<file path="src/rtl/cam_ctrl_pkg.sv">
// ============================================================================
// Module  : cam_ctrl_pkg
// Brief   : Command encodings and FSM state type for the CAM controller.
// Revision: 1.0 - initial release
// ============================================================================
`default_nettype none

package cam_ctrl_pkg;

  localparam logic [1:0] OP_NOP    = 2'b00;
  localparam logic [1:0] OP_WRITE  = 2'b01;
  localparam logic [1:0] OP_SEARCH = 2'b10;
  localparam logic [1:0] OP_INV    = 2'b11;

  typedef enum logic [2:0] {
    S_IDLE        = 3'd0,
    S_WRITE       = 3'd1,
    S_SRCH_DRIVE  = 3'd2,
    S_SRCH_SAMPLE = 3'd3,
    S_RESP        = 3'd4
  } state_t;

endpackage

`default_nettype wire

</file>
<file path="src/rtl/cam_prio_enc.sv">
// ============================================================================
// Module  : cam_prio_enc
// Brief   : Combinational lowest-index priority encoder with multi-hit flag.
//           Count output present when CAM_CTRL_MATCH_COUNT_EN is defined.
// Revision: 1.0 - initial release
// ============================================================================
`default_nettype none

module cam_prio_enc #(
  parameter int CAM_DEPTH = 16,
  parameter int ADDR_W    = 4
) (
  input  logic [CAM_DEPTH-1:0]          i_match,
  output logic                          o_hit,
  output logic [ADDR_W-1:0]             o_addr,
  output logic                          o_multi
`ifdef CAM_CTRL_MATCH_COUNT_EN
  ,
  output logic [$clog2(CAM_DEPTH+1)-1:0] o_count
`endif
);

  localparam int CNT_W = $clog2(CAM_DEPTH + 1);

  logic [CNT_W-1:0]  w_count;
  logic [ADDR_W-1:0] w_addr;

  // Scanning downward leaves the lowest set index in w_addr.
  always_comb begin
    w_count = '0;
    w_addr  = '0;
    for (int i = CAM_DEPTH - 1; i >= 0; i--) begin
      if (i_match[i]) begin
        w_addr = ADDR_W'(i);
      end
      w_count = w_count + CNT_W'(i_match[i]);
    end
  end

  assign o_hit   = |i_match;
  assign o_addr  = w_addr;
  assign o_multi = (w_count > CNT_W'(1));

`ifdef CAM_CTRL_MATCH_COUNT_EN
  assign o_count = w_count;
`endif

endmodule

`default_nettype wire

</file>
<file path="src/rtl/cam_ctrl.sv">
// ============================================================================
// Module  : cam_ctrl
// Brief   : Ternary CAM sequencer: write/invalidate/search commands, row valid
//           tracking and priority-encoded search response.
//           Optional macro CAM_CTRL_MATCH_COUNT_EN adds o_rsp_count.
// Revision: 1.0 - initial release
// ============================================================================
`default_nettype none

module cam_ctrl #(
  parameter int CAM_WIDTH = 8,
  parameter int CAM_DEPTH = 16,
  parameter int ADDR_W    = 4
) (
  input  logic                   clk,
  input  logic                   rst,
  input  logic                   i_cmd_valid,
  output logic                   o_cmd_ready,
  input  logic [1:0]             i_cmd_op,
  input  logic [ADDR_W-1:0]      i_cmd_addr,
  input  logic [CAM_WIDTH-1:0]   i_cmd_word,
  input  logic [CAM_WIDTH-1:0]   i_cmd_mask,
  output logic [CAM_WIDTH-1:0]   o_cam_search_word,
  output logic [CAM_WIDTH-1:0]   o_cam_dont_care_mask,
  output logic [CAM_DEPTH-1:0]   o_cam_we,
  input  logic [CAM_DEPTH-1:0]   i_cam_row_match,
  output logic                   o_rsp_valid,
  input  logic                   i_rsp_ready,
  output logic                   o_rsp_hit,
  output logic [ADDR_W-1:0]      o_rsp_addr,
  output logic                   o_rsp_multi
`ifdef CAM_CTRL_MATCH_COUNT_EN
  ,
  output logic [$clog2(CAM_DEPTH+1)-1:0] o_rsp_count
`endif
);

  import cam_ctrl_pkg::*;

  localparam int CNT_W = $clog2(CAM_DEPTH + 1);

  state_t                 r_state;
  logic                   r_cmd_ready;
  logic [CAM_DEPTH-1:0]   r_valid;
  logic [CAM_DEPTH-1:0]   r_we;
  logic [CAM_WIDTH-1:0]   r_search_word;
  logic [CAM_WIDTH-1:0]   r_mask;
  logic                   r_rsp_valid;
  logic                   r_rsp_hit;
  logic [ADDR_W-1:0]      r_rsp_addr;
  logic                   r_rsp_multi;

  logic                   w_cmd_fire;
  logic [CAM_DEPTH-1:0]   w_row_sel;
  logic [CAM_DEPTH-1:0]   w_valid_match;
  logic                   w_hit;
  logic [ADDR_W-1:0]      w_addr;
  logic                   w_multi;

  assign w_cmd_fire    = i_cmd_valid && r_cmd_ready;
  assign w_valid_match = i_cam_row_match & r_valid;

  // An out-of-range address decodes to all zeros, so such commands fall away.
  always_comb begin
    w_row_sel = '0;
    for (int i = 0; i < CAM_DEPTH; i++) begin
      w_row_sel[i] = (i_cmd_addr == ADDR_W'(i));
    end
  end

`ifdef CAM_CTRL_MATCH_COUNT_EN
  logic [CNT_W-1:0] w_count;
  logic [CNT_W-1:0] r_rsp_count;

  cam_prio_enc #(
    .CAM_DEPTH (CAM_DEPTH),
    .ADDR_W    (ADDR_W)
  ) u_prio_enc (
    .i_match (w_valid_match),
    .o_hit   (w_hit),
    .o_addr  (w_addr),
    .o_multi (w_multi),
    .o_count (w_count)
  );

  always_ff @(posedge clk or posedge rst) begin
    if (rst) begin
      r_rsp_count <= '0;
    end else if (r_state == S_SRCH_SAMPLE) begin
      r_rsp_count <= w_count;
    end
  end

  assign o_rsp_count = r_rsp_count;
`else
  cam_prio_enc #(
    .CAM_DEPTH (CAM_DEPTH),
    .ADDR_W    (ADDR_W)
  ) u_prio_enc (
    .i_match (w_valid_match),
    .o_hit   (w_hit),
    .o_addr  (w_addr),
    .o_multi (w_multi)
  );
`endif

  always_ff @(posedge clk or posedge rst) begin
    if (rst) begin
      r_state       <= S_IDLE;
      r_cmd_ready   <= 1'b0;
      r_valid       <= '0;
      r_we          <= '0;
      r_search_word <= '0;
      r_mask        <= '0;
      r_rsp_valid   <= 1'b0;
      r_rsp_hit     <= 1'b0;
      r_rsp_addr    <= '0;
      r_rsp_multi   <= 1'b0;
    end else begin
      r_we <= '0;
      case (r_state)
        S_IDLE: begin
          r_cmd_ready <= 1'b1;
          if (w_cmd_fire) begin
            case (i_cmd_op)
              OP_WRITE: begin
                r_search_word <= i_cmd_word;
                r_mask        <= i_cmd_mask;
                r_we          <= w_row_sel;
                r_cmd_ready   <= 1'b0;
                r_state       <= S_WRITE;
              end
              OP_SEARCH: begin
                r_search_word <= i_cmd_word;
                r_mask        <= i_cmd_mask;
                r_cmd_ready   <= 1'b0;
                r_state       <= S_SRCH_DRIVE;
              end
              OP_INV: begin
                r_valid <= r_valid & ~w_row_sel;
              end
              default: begin
              end
            endcase
          end
        end
        S_WRITE: begin
          // r_we is the one-hot of the row being written (zero if dropped).
          r_valid     <= r_valid | r_we;
          r_cmd_ready <= 1'b1;
          r_state     <= S_IDLE;
        end
        S_SRCH_DRIVE: begin
          r_state <= S_SRCH_SAMPLE;
        end
        S_SRCH_SAMPLE: begin
          r_rsp_hit   <= w_hit;
          r_rsp_addr  <= w_addr;
          r_rsp_multi <= w_multi;
          r_rsp_valid <= 1'b1;
          r_state     <= S_RESP;
        end
        S_RESP: begin
          if (i_rsp_ready) begin
            r_rsp_valid <= 1'b0;
            r_cmd_ready <= 1'b1;
            r_state     <= S_IDLE;
          end
        end
        default: begin
          r_state <= S_IDLE;
        end
      endcase
    end
  end

  assign o_cmd_ready          = r_cmd_ready;
  assign o_cam_search_word    = r_search_word;
  assign o_cam_dont_care_mask = r_mask;
  assign o_cam_we             = r_we;
  assign o_rsp_valid          = r_rsp_valid;
  assign o_rsp_hit            = r_rsp_hit;
  assign o_rsp_addr           = r_rsp_addr;
  assign o_rsp_multi          = r_rsp_multi;

endmodule

`default_nettype wire
</file>
<file path="config.mk">
export PLATFORM = sky130hd
export DESIGN_NAME = cam_ctrl
export DESIGN_NICKNAME = d
export VERILOG_FILES = /design/src/rtl/cam_ctrl_pkg.sv /design/src/rtl/cam_prio_enc.sv /design/src/rtl/cam_ctrl.sv
export SDC_FILE = /design/constraint.sdc
export NUM_CORES = 1
export LEC_CHECK = 0
export CAP_MARGIN = 40
export CORE_ASPECT_RATIO = 1.1
export CORE_MARGIN = 2
export CORE_UTILIZATION = 44
export CTS_BUF_LIST = sky130_fd_sc_hd__clkbuf_2
export DETAILED_ROUTE_END_ITERATION = 10
export PLACE_DENSITY = 0.86
export SETUP_SLACK_MARGIN = 0.5
export SYNTH_ARGS = -nofsm -noshare
export SYNTH_HDL_FRONTEND = slang
export SYNTH_HIERARCHICAL = 1
export SYNTH_SLANG_ARGS = --single-unit
</file>
<file path="constraint.sdc">
create_clock -name clk -period 9.65 [get_ports clk]
set_input_delay 1.4475 -clock clk [delete_from_list [all_inputs] [get_ports clk]]
set_output_delay 1.4475 -clock clk [all_outputs]
set_load 0.1 [all_outputs]
</file>
==> results of run 1 <==
[area by class of cell]
| cell class | count | share of cell area (%) |
|---|---|---|
| clock buffers | 9 | 0.948 |
| flip-flops and latches | 59 | 31.1 |
| inverters | 34 | 2.69 |
| well taps | 85 | 2.24 |
| clock inverters | 6 | 1.71 |
| repair buffers | 123 | 31.1 |
| multi-input cells | 168 | 30.2 |
[sequential cells by signal, indices dropped and copies added, names as in the netlist]
signal / flops
o_cam_we: 16
r_state: 3
r_valid: 16
o_rsp_multi: 1
o_rsp_valid: 1
o_rsp_addr: 4
o_cam_dont_care_mask: 8
o_cmd_ready: 1
o_cam_search_word: 8
o_rsp_hit: 1
[layer usage]
layer	vias up	wire (um)
li1	1182	-
met1	1225	2810
met2	103	3880
met3	19	505
met4	0	224
met5	-	0
[worst reg2reg max path, cell delays in order, from the launching register on]
cell and delay [ns]:
sky130_fd_sc_hd__dfrtp_1 0.42, sky130_fd_sc_hd__and2_1 0.26, sky130_fd_sc_hd__inv_1 0.12, sky130_fd_sc_hd__fa_1 0.57
sky130_fd_sc_hd__fa_1 0.44, sky130_fd_sc_hd__fa_1 0.51, sky130_fd_sc_hd__fa_1 0.41, sky130_fd_sc_hd__inv_1 0.07
sky130_fd_sc_hd__ha_1 0.15, sky130_fd_sc_hd__inv_1 0.06, sky130_fd_sc_hd__fa_1 0.44, sky130_fd_sc_hd__a211oi_1 0.21
sky130_fd_sc_hd__mux2_2 0.18, sky130_fd_sc_hd__nand3_1 0.07, sky130_fd_sc_hd__mux2_2 0.26
[logic make-up after synthesis]
kind of cell	count (synthesis)	share of synthesized area [%]
fa+ha+maj	19	10.1
simple gates	74	14.6
buf+inv	42	5.86
mux	23	9.46
compound gates	52	12.2
flops	59	47.7
[through the flow]
| step | std cells | total power, mW |
|---|---|---|
| final | 484 | 1.37 |
| after global routing | 484 | 1.43 |
| after CTS | 484 | 1.38 |
| after detailed placement | 469 | 1.21 |
| after global placement | 428 | 1.03 |
| after floorplan | 269 | 0.887 |
[cell usage in the layout, fill, tap and decap left out, types with 2 or more instances in the layout]
cell type / synthesis / routed
sky130_fd_sc_hd__a21o_1: 12 / 12
sky130_fd_sc_hd__a21oi_1: 4 / 4
sky130_fd_sc_hd__a22o_1: 12 / 12
sky130_fd_sc_hd__a22oi_1: 4 / 4
sky130_fd_sc_hd__a31oi_1: 3 / 3
sky130_fd_sc_hd__and2_1: 18 / 18
sky130_fd_sc_hd__and3_1: 2 / 2
sky130_fd_sc_hd__buf_16: 0 / 4
sky130_fd_sc_hd__buf_4: 0 / 2
sky130_fd_sc_hd__buf_8: 0 / 36
sky130_fd_sc_hd__bufinv_16: 0 / 2
sky130_fd_sc_hd__clkbuf_2: 0 / 9
sky130_fd_sc_hd__clkdlybuf4s50_1: 0 / 81
sky130_fd_sc_hd__clkinv_2: 0 / 2
sky130_fd_sc_hd__dfrtp_1: 59 / 59
sky130_fd_sc_hd__fa_1: 10 / 10
sky130_fd_sc_hd__ha_1: 9 / 9
sky130_fd_sc_hd__inv_1: 33 / 32
sky130_fd_sc_hd__inv_2: 1 / 2
sky130_fd_sc_hd__mux2_2: 14 / 14
sky130_fd_sc_hd__mux2_4: 9 / 9
sky130_fd_sc_hd__nand2_1: 4 / 4
sky130_fd_sc_hd__nand2b_1: 3 / 3
sky130_fd_sc_hd__nand3_1: 8 / 8
sky130_fd_sc_hd__nand4_1: 3 / 3
sky130_fd_sc_hd__nor2_1: 22 / 22
sky130_fd_sc_hd__nor2b_1: 2 / 2
sky130_fd_sc_hd__nor3_1: 3 / 3
sky130_fd_sc_hd__nor4_2: 2 / 2
sky130_fd_sc_hd__o21ai_0: 9 / 9
sky130_fd_sc_hd__o31ai_1: 2 / 2
[where the power goes]
group / switching, mW / total, mW / internal [mW]
Sequential: 0.0417 / 0.342 / 0.300
Clock: 0.0893 / 0.172 / 0.0827
Combinational: 0.520 / 0.857 / 0.338
Total: 0.651 / 1.37 / 0.721
[final timing paths]
kind,start,depth (start not counted),slack (ns),end
setup / recovery,i_cam_row_match[5],15,4.41,o_rsp_multi
hold / removal,r_valid[9],1,0.52,r_valid[9]
setup reg to reg,r_valid[5],14,5.41,o_rsp_multi
hold reg to reg,r_valid[9],1,0.52,r_valid[9]
max in group asynchronous,rst,3,7.66,r_valid[12]
min in group asynchronous,rst,3,1.49,o_cam_dont_care_mask[6]
==> results, run 1 <==
- Cells fill 68.6% of the core in the end.
- The H-tree was split into 3 levels.
- Measured along the y axis, the die boundary spans between 90 and 100 um.
- Synthesis produced a netlist whose cell count is about 270.
- The number of enable flip-flop cells after synthesis is 0.
- The number of input and output port buffers inserted is roughly 80.
- After clock tree synthesis, the clock-pin slew on the worst setup and hold paths is between 0.15 and 0.2 ns.
- The ratio of cells with drive above 1 in the final layout is 22.3%.
- STA classifies the critical path startpoint as a primary input.
- Counting the fill cells in the layout gives ~480.
- The peak clock frequency supported by timing is around 190 MHz.
- Summed over all cells, the static leakage comes to 2.19 nW.
- The commonest cells after synthesis are 59 x sky130_fd_sc_hd__dfrtp_1, 33 x sky130_fd_sc_hd__inv_1, 22 x sky130_fd_sc_hd__nor2_1, 18 x sky130_fd_sc_hd__and2_1, 14 x sky130_fd_sc_hd__mux2_2.
- Of all flip-flops after synthesis, the portion carrying an async set or reset was 100%.
- For this design, the slowest cell found on the critical path is sky130_fd_sc_hd__fa_1.
- After routing, the total negative slack on setup checks comes to 0 ns.
- The cell area after synthesis is 3090 sq um.
- Summing the sequential cell areas from Yosys gives 47.7% of the chip area.
- The worst setup timing slack at the placement stage is just under 4 ns.
- For met3 alone, demand over resource in global routing was around 5.2%.
- The number of global-route vias before repair is between 2k and 3k.
- The distinct cell type count of the synthesized netlist is 40.
- The per-cell via count in the routed design is approximately 5.2.
- The number of diodes added for antenna fixing is 0.
- Summed over all nets, the half-perimeter wirelength after detailed placement is 5.97 mm.
- The critical path contains buffers and inverters numbering 4 combined.
- The net count of the mapped netlist is 330.
- The final setup skew is 0.0285 ns.
- The delay of the slowest cell on the worst path is 0.57 ns.
- The pin slew with the least headroom to its limit is 0.714 ns.
- After floorplanning, the core was divided into 32 placement rows.
- The first routing iteration left approximately 140 violations.
- The most common cell type on the critical path is sky130_fd_sc_hd__fa_1.
- The die covers 7720 sq um.
- Across all layers, the routed design uses 2529 vias.
- The number of buffers inserted for hold repair after clock tree synthesis is 0.
- The clock latency at the later pin of the worst-skew pair is between 0.4 and 0.5 ns.
- After detailed routing, the total wire length is 7.42 mm.
- Once placement finished, the instance area stood at between 4000 and 5000 sq um.
- The clock sink count is 59.
- Setup repair after global routing left no endpoint under its margin.
- Dividing the detail-routed wire length by the instance count gives 15.3 um.
- In this run the most used layer during global routing was met2.
- For this run, design rule violations remaining after detail routing come to 0.
- The number of violations of the max-capacitance limit is 0.
- The final-report hold violation count came to 0.
- The number of buffers inserted to repair setup after CTS is 0.
- In the final layout, flip-flops and latches occupy between 1000 and 1500 sq um.
- The critical path class is in -> reg.
- A synthesized cell averages 11.5 sq um.
- After clock tree synthesis, the repair step resized 0 gates.
- Global routing used 24.7% of the available met1 tracks.
- For this run, global-route usage on met2 was measured as approximately 36%.
- The arrival time of data at the critical path endpoint is 5.62 ns.
- The post-route cell area is 4750 sq um.
- Routability-driven placement finished with a final weighted congestion of 0.870.
- sky130_fd_sc_hd__dfrtp_1 takes more of the synthesized area than any other cell.
- The I/O pin count is 82.
- The final global-route overflow total is 0.
- The final count of pins violating max slew is 0.
- For this run, the total global-route usage over all layers was measured as 21.1%.
- Traced cell by cell, the critical path runs through clkdlybuf4s50_1 > and2_1 > inv_1 > fa_1 > fa_1 > fa_1 > fa_1 > inv_1 > ha_1 > inv_1 > fa_1 > a211oi_1 > mux2_2 > nand3_1 > mux2_2.
- The most used flip-flop cell after synthesis is sky130_fd_sc_hd__dfrtp_1.
- sky130_fd_sc_hd__dfrtp_1 is the most common cell in the netlist.
- The cell type group with the largest total delay on the critical path is adder cells.
- The worst setup path is captured at a register.
- The number of buffers on the longest clock path is 2.
- In this run the horizontal extent of the chip is 84.0 um.
- Setup violations remaining at the end of the flow were counted as 0.
- The layout overhead on the synthesized area is 53.5%.
- The post-layout worst setup margin is 4.41 ns.
- In the final design database the tool counted between 400 and 500 nets.
- The total core area is 6930 sq um.
- Entering global routing, the biggest net connects 60 pins.
- The worst hold path class is reg -> reg.
- The worst endpoint required time is 10.03 ns.
- The multi-input combinational cell area is about 1400 sq um.
- The final critical path takes up 54.3% of the cycle.
- The share of the synthesized area in the top cell type is a little under half.
- The first global-routing pass estimated 12.7 mm of wire.
- Hold is met by between 0.5 and 0.6 ns.
- Measured against its own limit, the worst slew margin works out to around 52%.
- Synthesis inferred 59 register bits.
- Subtracting the final worst setup slack from the clock period gives 5.24 ns.
- In this run, CTS created clock tree buffers numbering 9.
- The root buffer cell chosen for the clock tree is sky130_fd_sc_hd__clkbuf_2.
- The run finished with clean final reports.
- In this run the power density over the cells is 289 nW/um^2.
- The number of warnings printed during yosys synthesis is 6.
- The maximum fanout along the worst path is 4.
- The initial antenna violation count is 0.
- After synthesis, the cell types taking the most area are sky130_fd_sc_hd__dfrtp_1 48%, sky130_fd_sc_hd__fa_1 6.5%, sky130_fd_sc_hd__mux2_2 5.1%, sky130_fd_sc_hd__mux2_4 4.4%, sky130_fd_sc_hd__inv_1 4.0%.
- The largest vdd supply drop is 0.000286 V.
- TritonCTS built the clock tree.
- The first TritonRoute pass finished after 4 iterations.
- Once the floorplan was initialized, standard cells occupied 44.7% of the core.
- Once detail routing completed, the nets flagged for antenna violations numbered 0.
(Power assumes the default switching activity.)
==> run 2: changes to the inputs <==
PLACE_DENSITY = 0.88   (was 0.86)
clock period = 4.5 ns   (was 9.65 ns; I/O delays follow)
==> run 2 against run 1 <==
Net effect: worst setup slack worse by 3.9 ns; sequential share of layout area down 1.1 points; critical path depth unchanged; register-to-register slack worse by 4.9 ns; global-route usage up 1.5 points; utilization up 2.4 points; count of clock-buffer cells in the layout unchanged; die area unchanged; clock power up 120%; design area up 3.6%; final cell count up 4.3%.
==> results, run 2 (synthesized netlist as in run 1, its figures left out) <==
- The run finished with clean final reports.
- The largest vdd supply drop is 0.000654 V (+130%).
- The per-cell via count in the routed design was 5.16 (-1.2%).
- The routed wirelength normalized by instance count was 16.5 um (+7.5%).
- The worst hold slack across all endpoints came to 0.527 ns (+0.00268 ns).
- The share of the clock period used by the worst path is 88.3%.
- The final setup skew is 0.0237 ns (-0.00478 ns).
- The startpoint identified for the worst register-to-register timing path is r_valid[15].
- The post-route cell area came to 4920 sq um (+3.6%).
- The clock latency at the later pin of the worst-skew pair is 0.46 ns (about the same).
- The post-layout worst setup margin is 0.528 ns (-3.88 ns).
- The worst setup path is captured at a register.
- The initial antenna violation count is 0 (unchanged).
- The final-report hold violation count is 0 (unchanged).
- The worst setup timing slack at the placement stage is -0.249 ns (-4.16 ns).
- The DRC violations left is 0 (unchanged).
- The number of diodes added for antenna fixing came to 0 (unchanged).
- The clock sink count is 59 (unchanged).
- The wire length reported by the detailed router is 8.32 mm (+12%).
- The CTS clock-pin slew for the worst setup and hold paths is 0.18 ns (+0.02 ns).
- The final count of pins violating max slew was 0 (unchanged).
- The first-pass iteration count of the detailed router is 4 (unchanged).
- The number of input and output port buffers inserted was 81 (unchanged).
- The critical path class is in -> reg.
- Static timing analysis puts the maximum clock frequency at 252 MHz.
- The area after detailed placement was 4720 sq um (+2.1%).
- The worst slew slack as a fraction of its limit is 45.5% (-6.9 points).
- Setup repair after global routing could not meet its margin everywhere.
- The full die area is 7720 sq um (unchanged).
- The row count was 32 (unchanged).
- The total global routing track utilization was 22.6% (+1.5 points).
- In the layout the commonest cells are 72 x sky130_fd_sc_hd__clkdlybuf4s50_1, 59 x sky130_fd_sc_hd__dfrtp_1, 38 x sky130_fd_sc_hd__buf_8.
- The weighted congestion at the end of routability-driven global placement is 0.874 (+0.49%).
- The total core area came to 6930 sq um (unchanged).
- The worst endpoint required time is 4.88 ns (-5.15 ns).
- The clock period minus worst slack is slightly below 4 ns.
- The number of H-tree branching levels is 3 (unchanged).
- The die extent in x was 84.0 um (unchanged).
- The number of nets in the final layout came to 477 (+4.6%).
- The worst hold path begins at o_rsp_addr[0].
- The number of buffers on the longest clock path is 2 (unchanged).
- The worst hold path class is reg -> reg.
- The remaining antenna violation count after routing is 0 (unchanged).
- The I/O pin count was 82 (unchanged).
- The number of global-route vias before repair is 2879 (+4.9%).
- The ratio of cells with drive above 1 in the final layout is 31.4% (+9.1 points).
- The die height is 92.0 um (unchanged).
- The startpoint class of the critical path is a primary input.
- The number of endpoints failing setup at the final stage came to 0 (unchanged).
- The maximum fanout along the worst path is 2 (-2).
- The maximum number of pins on one net before global-route repair is 41 (-32%).
- The arrival time of data at the critical path endpoint came to 4.35 ns (-1.27 ns).
- The number of vias in the routed layout is 2607 (+3.1%).
- The number of buffers inserted for hold repair after clock tree synthesis is 0 (unchanged).
- The effective utilization at floorplan was 44.7% (unchanged).
- The ratio of total power to cell area is 617 nW/um^2 (+110%).
- The static leakage is 2.31 nW (+5.7%).
- Compared with the post-synthesis result, the final layout area differs by 59.0%.
- The CTS root buffer is sky130_fd_sc_hd__clkbuf_2.
- The launching instance or port of the critical path is i_cam_row_match[15].
- The number of clock buffers inserted by TritonCTS is 9 (unchanged).
- The pin slew with the least headroom to its limit is 0.817 ns (+0.103 ns).
- The initial DRC count is 82 (-42%).
- The first-pass GRT wire length is 13.5 mm (+6.6%).
- TritonCTS built the clock tree.
- The final global-route overflow total is 0 (unchanged).
- The number of fillers in the final layout is 465 (-3.9%).
- The number of violations of the max-capacitance limit was 0 (unchanged).
- The leading cell type in the layout, fill and taps excluded is sky130_fd_sc_hd__clkdlybuf4s50_1.
- The placed wire-length estimate is 6.40 mm (+7.2%).
-- run 2: cell count changes in the layout (fill, tap and decap cells not counted), sizes merged --
cell	change
buf	+21
clkdlybuf4s50	-9
dlygate4sd2	+9
-- run 2: cell type report --
class,instances,area (sq um),area share (%)
Timing Repair Buffer,144,1600,32.5
Multi-Input combinational cell,168,1480,30.1
Sequential cell,59,1480,30.0
Inverter,34,130,2.65
Tap cell,85,106,2.16
Clock inverter,6,81.3,1.65
Clock buffer,9,45.0,0.916
-- run 2: routing by layer --
layer | GRT usage, % | vias up | part of all wire, %
met2 | 41.7 | 86 | 55
li1 | - | 1220 | -
met3 | 4.77 | 16 | 5.4
met5 | 0 | - | 0
met1 | 25.0 | 1285 | 37
met4 | 9.41 | 0 | 2.0
-- run 2: power breakdown --
part           leakage [nW]  internal [mW]  switching [mW]  total (mW)
logic                  1.55          0.777            1.14        1.92
registers             0.687          0.644          0.0919       0.736
clock network        0.0752          0.177           0.198       0.376
-- run 2: per-stage QoR --
step | util [%] | power [mW] | setup TNS [ns] | cells
finish | 71.0 | 3.03 | 0 | 505
detailed placement | 68.2 | 2.64 | -0.249 | 482
global placement | 59.0 | 2.24 | -0.108 | 441
floorplan | - | 1.93 | 0 | 269
global route | 71.0 | 3.16 | 0 | 505
CTS | 70.6 | 3.04 | 0 | 501
-- run 2: worst max-delay path, cell delays in order --
cell and delay [ns]:
sky130_fd_sc_hd__dlygate4sd2_1 0.24, sky130_fd_sc_hd__and2_4 0.16, sky130_fd_sc_hd__inv_2 0.06, sky130_fd_sc_hd__fa_1 0.42, sky130_fd_sc_hd__fa_1 0.51, sky130_fd_sc_hd__fa_1 0.59
sky130_fd_sc_hd__fa_1 0.43, sky130_fd_sc_hd__inv_1 0.08, sky130_fd_sc_hd__ha_2 0.19, sky130_fd_sc_hd__inv_2 0.04, sky130_fd_sc_hd__fa_2 0.34, sky130_fd_sc_hd__a211oi_2 0.14
sky130_fd_sc_hd__mux2_4 0.18, sky130_fd_sc_hd__nand3_2 0.05, sky130_fd_sc_hd__mux2_4 0.26
-- run 2: repair_timing --
action,4_1_cts,5_1_grt
setup buffers,4,4
pin swaps,15,7
setup endpoints to repair,1,1
gates resized for setup,22,0
-- run 2: worst paths after layout --
kind                       depth (start not counted)                      end  slack [ns]
max                                               15              o_rsp_multi        0.53
max in group asynchronous                          3            o_rsp_addr[0]        3.04
max reg2reg                                       14              o_rsp_multi        0.54
min reg2reg                                        1            o_rsp_addr[0]        0.53
min                                                1            o_rsp_addr[0]        0.53
min in group asynchronous                          2  o_cam_dont_care_mask[4]        0.66
==> run 3: changes to the inputs <==
PLACE_DENSITY = 0.74   (was 0.88)
==> run 3 against run 2 <==
Net effect: combinational power grew 3%; first-iteration DRC count increased by 44%; critical path depth is the same; routed wire length down 2.7%; sequential cell count did not move; utilization increased by 0.99 points; sequential power about the same; maximum frequency down 0.15%; non-clock buffer count up 2; design area is 1.4% higher; largest cell class unchanged.
==> results, run 3 (synthesized netlist as in run 1, its figures left out) <==
- The DRC violations left is 0 (unchanged).
- The number of nets in the final layout is 479 (+0.42%).
- The row count is 32 (unchanged).
- The number of diodes added for antenna fixing is 0 (unchanged).
- The first-pass iteration count of the detailed router is 4 (unchanged).
- The number of input and output port buffers inserted came to 81 (unchanged).
- The worst slew slack as a fraction of its limit came to 65.4% (+20 points).
- The remaining antenna violation count after routing was 0 (unchanged).
- The total core area is 6930 sq um (unchanged).
- TritonCTS built the clock tree.
- The final-report hold violation count was 0 (unchanged).
- The utilization of the core after routing is 72.0% (+0.99 points).
- The initial DRC count is 118 (+44%).
- The ratio of total power to cell area is 626 nW/um^2 (+1.5%).
- The area after detailed placement was 4720 sq um (-0.13%).
- The startpoint class of the critical path is a primary input.
- The maximum number of pins on one net before global-route repair is 42 (+2.4%).
- The die height came to 92.0 um (unchanged).
- The worst setup timing slack at the placement stage is -0.258 ns (-0.00876 ns).
- The final-layout setup total negative slack was 0 ns (unchanged).
- The wire length reported by the detailed router was 8.10 mm (-2.7%).
- The slowest stage of the critical path is the sky130_fd_sc_hd__fa_1 cell.
- The layout overhead on the synthesized area is 61.2%.
- The total global routing track utilization was 22.4% (-0.18 points).
- The final count of pins violating max slew is 0 (unchanged).
- The clock period minus worst slack is 3.98 ns (+0.00579 ns).
- The CTS clock-pin slew for the worst setup and hold paths was 0.17 ns (about the same).
- In this run the worst hold path is classified as in -> async.
- The library cell used most frequently in the layout, excluding fill and tap cells, is sky130_fd_sc_hd__clkdlybuf4s50_1.
- The largest vdd supply drop is 0.000730 V (+12%).
- The sum of internal, switching and leakage power was 3.12 mW (+2.9%).
- The die extent in x came to 84.0 um (unchanged).
- The number of buffers inserted for hold repair after clock tree synthesis was 0 (unchanged).
- Among the stages of the critical path, the cell type that occurs most often is sky130_fd_sc_hd__fa_1.
- The maximum fanout along the worst path is 3 (+1).
- The number of endpoints failing setup at the final stage is 0 (unchanged).
- The tree is rooted in a sky130_fd_sc_hd__clkbuf_2.
- The delay of the slowest cell on the worst path came to 0.57 ns (-0.02 ns).
- The number of clock buffers inserted by TritonCTS is 9 (unchanged).
- The number of global-route vias before repair came to 2789 (-3.1%).
- The I/O pin count is 82 (unchanged).
- The critical path goes through dlygate4sd2_1 > and2_4 > inv_2 > fa_1 > fa_1 > fa_1 > fa_1 > inv_2 > ha_4 > inv_2 > fa_2 > a211oi_2 > mux2_4 > nand3_2 > mux2_4.
- The final setup skew is 0.0221 ns (-0.00162 ns).
- The capturing element type of the critical path is a register.
- The number of cells in the finished layout apart from fillers was 507 (+0.40%).
- The initial antenna violation count came to 0 (unchanged).
- The arrival time of data at the critical path endpoint is 4.33 ns (-0.02 ns).
- The static leakage was 2.33 nW (+0.94%).
- The flow ran to the end, and the final reports show no timing, DRC or antenna violations.
- The pin slew with the least headroom to its limit is 0.517 ns (-0.300 ns).
- The worst hold slack across all endpoints is 0.476 ns (-0.0510 ns).
- The weighted congestion at the end of routability-driven global placement is 0.864 (-1.1%).
- The number of vias in the routed layout was 2560 (-1.8%).
- The post-layout worst setup margin is 0.522 ns (-0.00579 ns).
- The number of buffers on the longest clock path is 2 (unchanged).
- The clock latency at the later pin of the worst-skew pair is 0.46 ns (about the same).
- The first-pass GRT wire length was 13.3 mm (-1.7%).
- The post-route cell area is 4990 sq um (+1.4%).
- The per-cell via count in the routed design is 5.05 (-2.2%).
- Leaving out fill and tap cells, the most frequent cells in the layout are 72 x sky130_fd_sc_hd__clkdlybuf4s50_1, 59 x sky130_fd_sc_hd__dfrtp_1, 37 x sky130_fd_sc_hd__buf_8.
- The placed instance count is 479 (-0.62%).
- The placed wire-length estimate is 6.29 mm (-1.6%).
- The number of violations of the max-capacitance limit came to 0 (unchanged).
- The worst endpoint required time is 4.85 ns (-0.03 ns).
- The clock sink count was 59 (unchanged).
- The effective utilization at floorplan was 44.7% (unchanged).
- The share of the clock period used by the worst path was 88.4% (+0.13 points).
- The number of H-tree branching levels is 3 (unchanged).
- The final global-route overflow total came to 0 (unchanged).
- The routed wirelength normalized by instance count is 16.0 um (-3.0%).
- The full die area is 7720 sq um (unchanged).
- Setup repair after global routing could not meet its margin everywhere.
- The peak clock frequency supported by timing is 251 MHz (-0.15%).
- The worst setup path is of the in -> reg kind.
- The ratio of cells with drive above 1 in the final layout is 31.8% (+0.32 points).
[run 3: cell types whose count changed in the layout (fill, tap and decap cells not counted), sizes merged]
cell / change
dlygate4sd2: -1
clkinv: -1
clkdlybuf4s15: +1
bufinv: +1
buf: +2
[run 3: final cells by class]
cell class	instances	area [sq um]
flip-flops and latches	59	1480
fillers	471	1940
inverters	34	133
clock inverters	6	105
well taps	85	106
multi-input cells	168	1490
repair buffers	146	1630
clock buffers	9	45.0
[run 3: timing repair]
action | CTS | global route
pin swaps | 14 | 9
buffers inserted | 9 | 4
gates resized for setup | 24 | 2
endpoints found under the setup margin | 1 | 1
[run 3: final timing paths]
path | from | end | slack, ns | depth (start not counted)
worst max-delay path | i_cam_row_match[1] | o_rsp_multi | 0.52 | 15
worst min-delay path | rst | o_cam_search_word[3] | 0.48 | 2
worst max register to register | r_valid[3] | o_rsp_multi | 0.58 | 14
worst min register to register | o_rsp_addr[1] | o_rsp_addr[1] | 0.52 | 1
max in group asynchronous | rst | o_rsp_hit | 3.16 | 3
min in group clk | o_rsp_addr[1] | o_rsp_addr[1] | 0.52 | 1
[run 3: critical path: cells and delay by family]
| family | cells | cell delay [ns] |
|---|---|---|
| buf+inv | 4 | 0.37 |
| fa+ha+maj | 6 | 2.47 |
| mux | 2 | 0.45 |
| simple gates | 2 | 0.20 |
| compound gates | 1 | 0.15 |
[run 3: per-layer routing]
layer | wire, um | up-vias | global-route usage, %
li1 | - | 1225 | -
met1 | 3130 | 1222 | 25.9
met2 | 4210 | 95 | 38.5
met3 | 566 | 18 | 6.93
met4 | 189 | 0 | 9.41
met5 | 0 | - | 0
[run 3: power breakdown]
| part | internal (mW) | leakage (nW) | total (mW) | switching (mW) |
|---|---|---|---|---|
| registers | 0.644 | 0.687 | 0.736 | 0.0912 |
| clock network | 0.233 | 0.0831 | 0.419 | 0.186 |
| logic | 0.796 | 1.56 | 1.97 | 1.17 |
| total | 1.67 | 2.33 | 3.12 | 1.45 |
